--- src/rtl/out_hs_buffer_if.sv ---
// Link-side bundle of out_hs_buffer: FIFO read side, ro/so downstream handshake, occupancy.
// The stall line exists only when OUT_HS_STALL_DET_EN is defined.
interface out_hs_buffer_if #(
    parameter int DATA_W = 64,
    parameter int CNT_W  = 2
);
    logic              empty;
    logic [DATA_W-1:0] in_packet;
    logic              read_en;
    logic              ro;
    logic              so;
    logic [DATA_W-1:0] out_packet;
    logic [CNT_W-1:0]  occupancy;
`ifdef OUT_HS_STALL_DET_EN
    logic              stall;
`endif

    // Buffer side: consumes the FIFO head and drives the link.
    modport master (
        input  empty, in_packet, ro,
`ifdef OUT_HS_STALL_DET_EN
        output stall,
`endif
        output read_en, so, out_packet, occupancy
    );

    // Environment side: the FIFO and the downstream link.
    modport slave (
        output empty, in_packet, ro,
`ifdef OUT_HS_STALL_DET_EN
        input  stall,
`endif
        input  read_en, so, out_packet, occupancy
    );
endinterface

--- src/rtl/out_hs_buffer.sv ---
// Output handshake buffer: DEPTH-entry prefetch queue between a show-ahead FIFO and the ro/so link.
// Latency: 1 cycle pop-to-send; 1 pkt/cycle when DEPTH>=2. Backpressure: ro=0 holds head, full buffer stops popping.
// Optional stall watchdog compiled in with OUT_HS_STALL_DET_EN.
module out_hs_buffer #(
    parameter int DATA_W      = 64,
    parameter int DEPTH       = 2,
    parameter int CNT_W       = $clog2(DEPTH + 1),
    parameter int STALL_LIMIT = 255
) (
    input  logic           clk,
    input  logic           reset,
    out_hs_buffer_if.master bus
);
    localparam int PTR_W = (DEPTH > 1) ? $clog2(DEPTH) : 1;
    localparam logic [CNT_W-1:0] FULL = CNT_W'(DEPTH);

    logic [DATA_W-1:0] mem_q [DEPTH];
    logic [DATA_W-1:0] mem_d [DEPTH];
    logic [PTR_W-1:0]  wr_ptr_q, wr_ptr_d;
    logic [PTR_W-1:0]  rd_ptr_q, rd_ptr_d;
    logic [CNT_W-1:0]  count_q, count_d;
    logic              read_en;
    logic              so;

    // No pass-through: a full buffer never pops, even when sending this cycle.
    assign read_en = reset & ~bus.empty & (count_q < FULL);
    assign so      = reset & (count_q != '0) & bus.ro;

    assign bus.read_en    = read_en;
    assign bus.so         = so;
    assign bus.out_packet = mem_q[rd_ptr_q];
    assign bus.occupancy  = count_q;

    // Power-of-two depth lets the pointer wrap by overflow; a single entry never moves.
    function automatic logic [PTR_W-1:0] ptr_inc(input logic [PTR_W-1:0] p);
        if (DEPTH == 1) return '0;
        return p + PTR_W'(1);
    endfunction

    always_comb begin
        mem_d    = mem_q;
        wr_ptr_d = wr_ptr_q;
        rd_ptr_d = rd_ptr_q;
        count_d  = count_q;
        if (read_en) begin
            mem_d[wr_ptr_q] = bus.in_packet;
            wr_ptr_d        = ptr_inc(wr_ptr_q);
        end
        if (so) begin
            rd_ptr_d = ptr_inc(rd_ptr_q);
        end
        if (read_en && !so) begin
            count_d = count_q + CNT_W'(1);
        end else if (so && !read_en) begin
            count_d = count_q - CNT_W'(1);
        end
    end

    always_ff @(posedge clk or negedge reset) begin
        if (!reset) begin
            for (int i = 0; i < DEPTH; i++) begin
                mem_q[i] <= '0;
            end
            wr_ptr_q <= '0;
            rd_ptr_q <= '0;
            count_q  <= '0;
        end else begin
            mem_q    <= mem_d;
            wr_ptr_q <= wr_ptr_d;
            rd_ptr_q <= rd_ptr_d;
            count_q  <= count_d;
        end
    end

`ifdef OUT_HS_STALL_DET_EN
    localparam int SC_W = $clog2(STALL_LIMIT + 1);
    localparam logic [SC_W-1:0] LIMIT = SC_W'(STALL_LIMIT);

    logic [SC_W-1:0] stall_cnt_q, stall_cnt_d;
    logic            stall_q, stall_d;

    // Counter saturates at LIMIT; the flag is sticky until the head finally leaves.
    always_comb begin
        stall_cnt_d = stall_cnt_q;
        stall_d     = stall_q;
        if (so || (count_q == '0)) begin
            stall_cnt_d = '0;
        end else if (!bus.ro && (stall_cnt_q != LIMIT)) begin
            stall_cnt_d = stall_cnt_q + SC_W'(1);
        end
        if (so) begin
            stall_d = 1'b0;
        end else if (stall_cnt_d == LIMIT) begin
            stall_d = 1'b1;
        end
    end

    always_ff @(posedge clk or negedge reset) begin
        if (!reset) begin
            stall_cnt_q <= '0;
            stall_q     <= 1'b0;
        end else begin
            stall_cnt_q <= stall_cnt_d;
            stall_q     <= stall_d;
        end
    end

    assign bus.stall = stall_q;
`endif
endmodule
--- src/flat_wrapper.sv ---
// flat-port wrapper written by rule: the top's interface ports become plain ports
module out_hs_buffer_flat 
#(
    parameter int DATA_W      = 64,
    parameter int DEPTH       = 2,
    parameter int CNT_W       = $clog2(DEPTH + 1),
    parameter int STALL_LIMIT = 255
)
  (clk, reset, bus_empty, bus_in_packet, bus_ro, bus_read_en, bus_so, bus_out_packet, bus_occupancy);
  out_hs_buffer_if #(.DATA_W(DATA_W), .CNT_W(CNT_W)) bus_i ();
  input  logic clk;
  input  logic reset;
  input wire logic [$bits(bus_i.empty)-1:0] bus_empty;
  input wire logic [$bits(bus_i.in_packet)-1:0] bus_in_packet;
  input wire logic [$bits(bus_i.ro)-1:0] bus_ro;
  output wire logic [$bits(bus_i.read_en)-1:0] bus_read_en;
  output wire logic [$bits(bus_i.so)-1:0] bus_so;
  output wire logic [$bits(bus_i.out_packet)-1:0] bus_out_packet;
  output wire logic [$bits(bus_i.occupancy)-1:0] bus_occupancy;
  assign bus_i.empty = bus_empty;
  assign bus_i.in_packet = bus_in_packet;
  assign bus_i.ro = bus_ro;
  assign bus_read_en = bus_i.read_en;
  assign bus_so = bus_i.so;
  assign bus_out_packet = bus_i.out_packet;
  assign bus_occupancy = bus_i.occupancy;
  out_hs_buffer #(.DATA_W(DATA_W), .DEPTH(DEPTH), .CNT_W(CNT_W), .STALL_LIMIT(STALL_LIMIT)) u_core (.clk(clk), .reset(reset), .bus(bus_i));
endmodule
--- config.mk ---
export PLATFORM = sky130hd
export DESIGN_NAME = out_hs_buffer_flat
export DESIGN_NICKNAME = d
export VERILOG_FILES = /design/src/rtl/out_hs_buffer_if.sv /design/src/rtl/out_hs_buffer.sv /design/src/flat_wrapper.sv
export SDC_FILE = /design/constraint.sdc
export NUM_CORES = 1
export LEC_CHECK = 0
export ABC_CLOCK_PERIOD_IN_PS = 2100
export CAP_MARGIN = 5
export CORE_ASPECT_RATIO = 2
export CORE_UTILIZATION = 44
export DETAILED_ROUTE_END_ITERATION = 12
export GPL_TIMING_DRIVEN = 1
export PLACE_DENSITY = 0.67
export SYNTH_ARGS = -nofsm -noshare
export SYNTH_HDL_FRONTEND = slang
export SYNTH_SLANG_ARGS = --single-unit
export TNS_END_PERCENT = 10
--- constraint.sdc ---
create_clock -name clk -period 2.1 [get_ports clk]
set_input_delay 0.525 -clock clk [delete_from_list [all_inputs] [get_ports clk]]
set_output_delay 0.525 -clock clk [all_outputs]
set_load 0.005 [all_outputs]
==> After elaboration in Yosys (flattened, before gate mapping) <==
Cells that the tools add are included.
{ "op_classes": {"add_sub_neg": 4, "magnitude_cmp": 4, "muxes": 8, "n_bitwise": 7, "n_reduce_logical": 7} }
{ "ops": {"columns": ["cell", "n"], "rows": [
  ["$mux 64", 4],
  ["$bwmux 128", 1],
  ["$demux 64 s1", 1],
  ["$and 1x1->1", 4],
  ["$ge 2x2->1 const B", 2],
  ["$mux 2", 2],
  ["$not 1->2", 2],
  ["$reduce_bool 2->1", 2],
  ["$logic_and 1x1->1", 3],
  ["$add 1x1->1 const B", 2],
  ["$add 2x1->2 const B", 1],
  ["$logic_not 1->1", 2],
  ["$lt 2x1->1 const B", 1],
  ["$lt 2x2->1 const B", 1],
  ["$sub 2x1->2 const B", 1],
  ["$not 1->1", 1]
]} }
{ "word_totals": {"ff_bits": 132, "elab_cells": 35} }

==> Depth between registers and ports, before layout <==
{ "logic_depth": {"word_depth": 7, "mapped_depth": 5} }

==> Least setup slack after synthesis <==
OpenSTA, ideal clock, no wires.
{ "synth_timing": {"path_kind": "reg-to-output", "startpoint": "register u_core.rd_ptr_q", "endpoint": "output port bus_out_packet[0]", "arrival_time_ns": 1.211, "required_time_ns": 1.575, "path_slack_ns": 0.364, "path_stages_with_launch": 4, "path_buffers": 2, "path_cell_list": "dfrtp_1 -> clkbuf_1 -> buf_2 -> mux2_2"} }
{ "synth_between": {"elab_chain_cells": 4} }
{ "synth_lines": {"columns": ["element", "line", "text"], "rows": [
  ["start, declared", "out_hs_buffer.sv:20", "logic [PTR_W-1:0] rd_ptr_q, rd_ptr_d;"],
  ["start signal, assigned", "out_hs_buffer.sv:70", "rd_ptr_q <= rd_ptr_d;"],
  ["$not 1->2 (implied by the code)", "out_hs_buffer.sv:31", "assign bus.out_packet = mem_q[rd_ptr_q];"],
  ["$mux 64 (implied by the code) (3 in series)", "out_hs_buffer.sv:31", null],
  ["end, declared", "flat_wrapper.sv:18", "output wire logic [$bits(bus_i.out_packet)-1:0] bus_out_packet;"]
]} }
No other way between the ends. The select of a mux whose other input is x is not followed.

==> Worst setup path in the final report <==
{ "layout_timing": {"startpoint": "register u_core.rd_ptr_q", "endpoint": "output port bus_out_packet[46]"} }
The elaborated chain is that of the path after synthesis.

==> flow_summary.yaml <==
placement:
  gp_congestion: 0.724
  pre_cts_slack_ns: -0.218
  placed_cell_area_mm2: 0.00754
  portBuffers: 135
  dp.cells: 639
  hpwlAfterDp_um: 8400
yosys:
  synth_seq_cells: 132
  yosys.cell_count.top_type: "dfrtp_1"
  netlist.area_leader.share_pct: 54.5
  yosysSeqAreaShare_pct: 54.5
  synthTopCellsByArea: "dfrtp_1, mux2_2, mux2_4, mux2_1, buf_12"
  syn_inst: 357
  synth_common_cells: "dfrtp_1, mux2_2, mux2_4"
  synth_warnings: 0
  syn-cell-area_mm2: 0.00607
  async_flop_share_pct: 100
  synth_edf_count: 0
  synth-main-ff-cell: "dfrtp_1"
  synth_cell_types: 18
  syn_area_per_cell_um2: 17.0
  synth.net_count: 426
  synth_top_cell_by_area: "dfrtp_1"
sta:
  fin_crit_sh_pct: 111
  max_freq_ghz: 0.430
  maxSlewViolCount: 0
  relSlewSlack_pct: 50.4
  hold_ws_ns: 0.240
  worst_slew_pin_slew_ns: 0.744
  finalClockSkew_ns: 0.00912
  hold_viol: 0
  totalNegativeSetupSlack_ns: -3.85
  rsz0062_at_grt: "yes"
  final-setup-viol-count: 48
  finalCriticalPeriod_ns: 2.33
  fin_ws_ns: -0.227
power:
  power_frac_clock_pct: 25.7
  p_leak_nw: 3.82
  finalPower_mw: 13.6
  power_density_mw_per_mm2: 1640
  p_sw_share_pct: 26.6
  p_sw_mw: 3.61
  cell_internal_pwr_mw: 9.95
  comb_power_share_pct: 40.9
  vdd_drop_max_mv: 0.767
  pwr-share-seq_pct: 33.4
clock_network:
  cts_buffers: 17
  clkLatencyLatePin_ns: 0.41
  path_clk_slew_ns: 0.06
  clock_sinks: 132
  clock_path_buffers: 2
  h-tree-depth: 4
  root_buffer: "clkbuf_16"
  cts_tree: "yes"
worst_setup_path:
  critical_path_class: "reg2out"
  reg2reg_depth: 4
  r2r-end: "u_core.mem_q[66]$_DFFE_PN0P_"
  worstPathArrival_ns: 1.80
  worstPathRequired_ns: 1.57
  timing.rr.start: "u_core.bus.occupancy[1]$_DFFE_PN0P_"
  start_kind: "flop"
  rrSetupSlack_ns: 0.41
  end_kind: "output pin"
  cp_max_fo: 17
floorplan:
  core_mm2: 0.0134
  chipWidth_um: 85.0
  io_pins: 136
  die_area_mm2: 0.0143
  fp.dieH_um: 168
  rows: 60
  start_util_pct: 45.1
global_route:
  grtUsageTotal_pct: 19.5
  gr-total-overflow: 0
  grt_pass1_vias: 4084
  grt_pass1_wl_um: 21200
  grt_max_degree: 133
  antenna_found_initial: 0
detailed_routing:
  drt_iter0_markers: 91
  vias: 3475
  wire_per_inst_um: 19.1
  ant_nets: 0
  drt_wl_total_um: 13000
  drc: 0
  first_pass_iters: 4
  vias_per_cell: 5.12
final_layout:
  fin_nets: 580
  areaGrowthSynthToFinish_pct: 36.2
  drive_gt1_share_pct: 52.1
  n_antenna_cell: 0
  fin_util_pct: 61.5
  design_area_mm2: 0.00826
  final_cells: 679
flow_run:
  drv_cap: 0
worst_hold_path:
  hold_path_class: "in2async"
outcome:
  violations: "negative setup slack"
  status: "finished with violations"
cells in the final DEF (no fill, tap or decap), drive strengths merged:
master         instances
clkinvlp               3
mux2                 192
and2                   1
nor2                   1
dlygate4sd2           13
dlymetal6s2s          14
o211ai                 1
clkbuf                54
clkdlybuf4s15          2
xnor2                  2
xor2                   3
and2b                  1
inv                    2
clkdlybuf4s50         68
buf                   25
bufinv                 7
ha                     1
dfrtp                132
clkinv                 1
nor3b                  1
sequential cells by signal (all words and copies together), names as in the netlist:
register              flops
u_core.bus.occupancy      2
u_core.rd_ptr_q           1
u_core.mem_q            128
u_core.wr_ptr_q           1
worst max-delay path, stage by stage (launching register included):
cell	delay, ns
dfrtp_2	0.40
buf_6	0.14
buf_12	0.10
buf_12	0.14
mux2_2	0.34
dlygate4sd2_1	0.27
worst max-delay path by stage:
stage                           startpoint  slack (ns)  cells after the start            endpoint
6_report       u_core.rd_ptr_q$_DFFE_PN0P_       -0.23                      5  bus_out_packet[46]
5_1_grt        u_core.rd_ptr_q$_DFFE_PN0P_       -0.29                      5  bus_out_packet[46]
4_1_cts        u_core.rd_ptr_q$_DFFE_PN0P_       -0.38                      4  bus_out_packet[27]
3_5_place_dp                     bus_empty       -0.22                      3         bus_read_en
3_3_place_gp                     bus_empty       -0.20                      3         bus_read_en
2_1_floorplan  u_core.rd_ptr_q$_DFFE_PN0P_        0.36                      3   bus_out_packet[0]
metal layers:
layer / GRT usage (%) / vias up / wire (um)
met2: 35.3 / 91 / 7220
met1: 21.0 / 1783 / 4970
met4: 8.62 / 0 / 270
li1: - / 1581 / -
met5: 0 / - / 0
met3: 4.90 / 20 / 517
power by group through the flow:
stage          combinational, mW  clock, mW  sequential, mW
3_3_place_gp                5.80          0            4.46
3_5_place_dp                5.88          0            4.56
4_1_cts                     5.80       3.56            4.52
2_1_floorplan               3.35          0            4.31
5_1_grt                     5.96       3.66            4.70
6_report                    5.54       3.49            4.53
final cells by class:
class / instances / area [um^2]
Clock buffer: 20 / 447
Clock inverter: 12 / 250
Fill cell: 1052 / 5180
Inverter: 1 / 3.75
Multi-Input combinational cell: 203 / 2500
Sequential cell: 132 / 3300
Tap cell: 155 / 194
Timing Repair Buffer: 156 / 1560
kinds of logic after synthesis:
| logic type | share of synthesized area (%) |
|---|---|
| mux | 39.4 |
| flops | 54.5 |
| xor+xnor | 0.722 |
| fa+ha+maj | 0.206 |
| buf+inv | 4.50 |
| simple gates | 0.639 |
| compound gates | 0.124 |
timing repair:
| item | in CTS | in global routing |
|---|---|---|
| gates resized for setup | 75 | 76 |
| setup buffers | 2 | 4 |
| pin swaps | 1 | 0 |
| hold buffers | 0 | 0 |
| setup endpoints to repair | 66 | 59 |
| cloned | 1 | 1 |
Note: power is estimated with default switching activity, not from simulation.
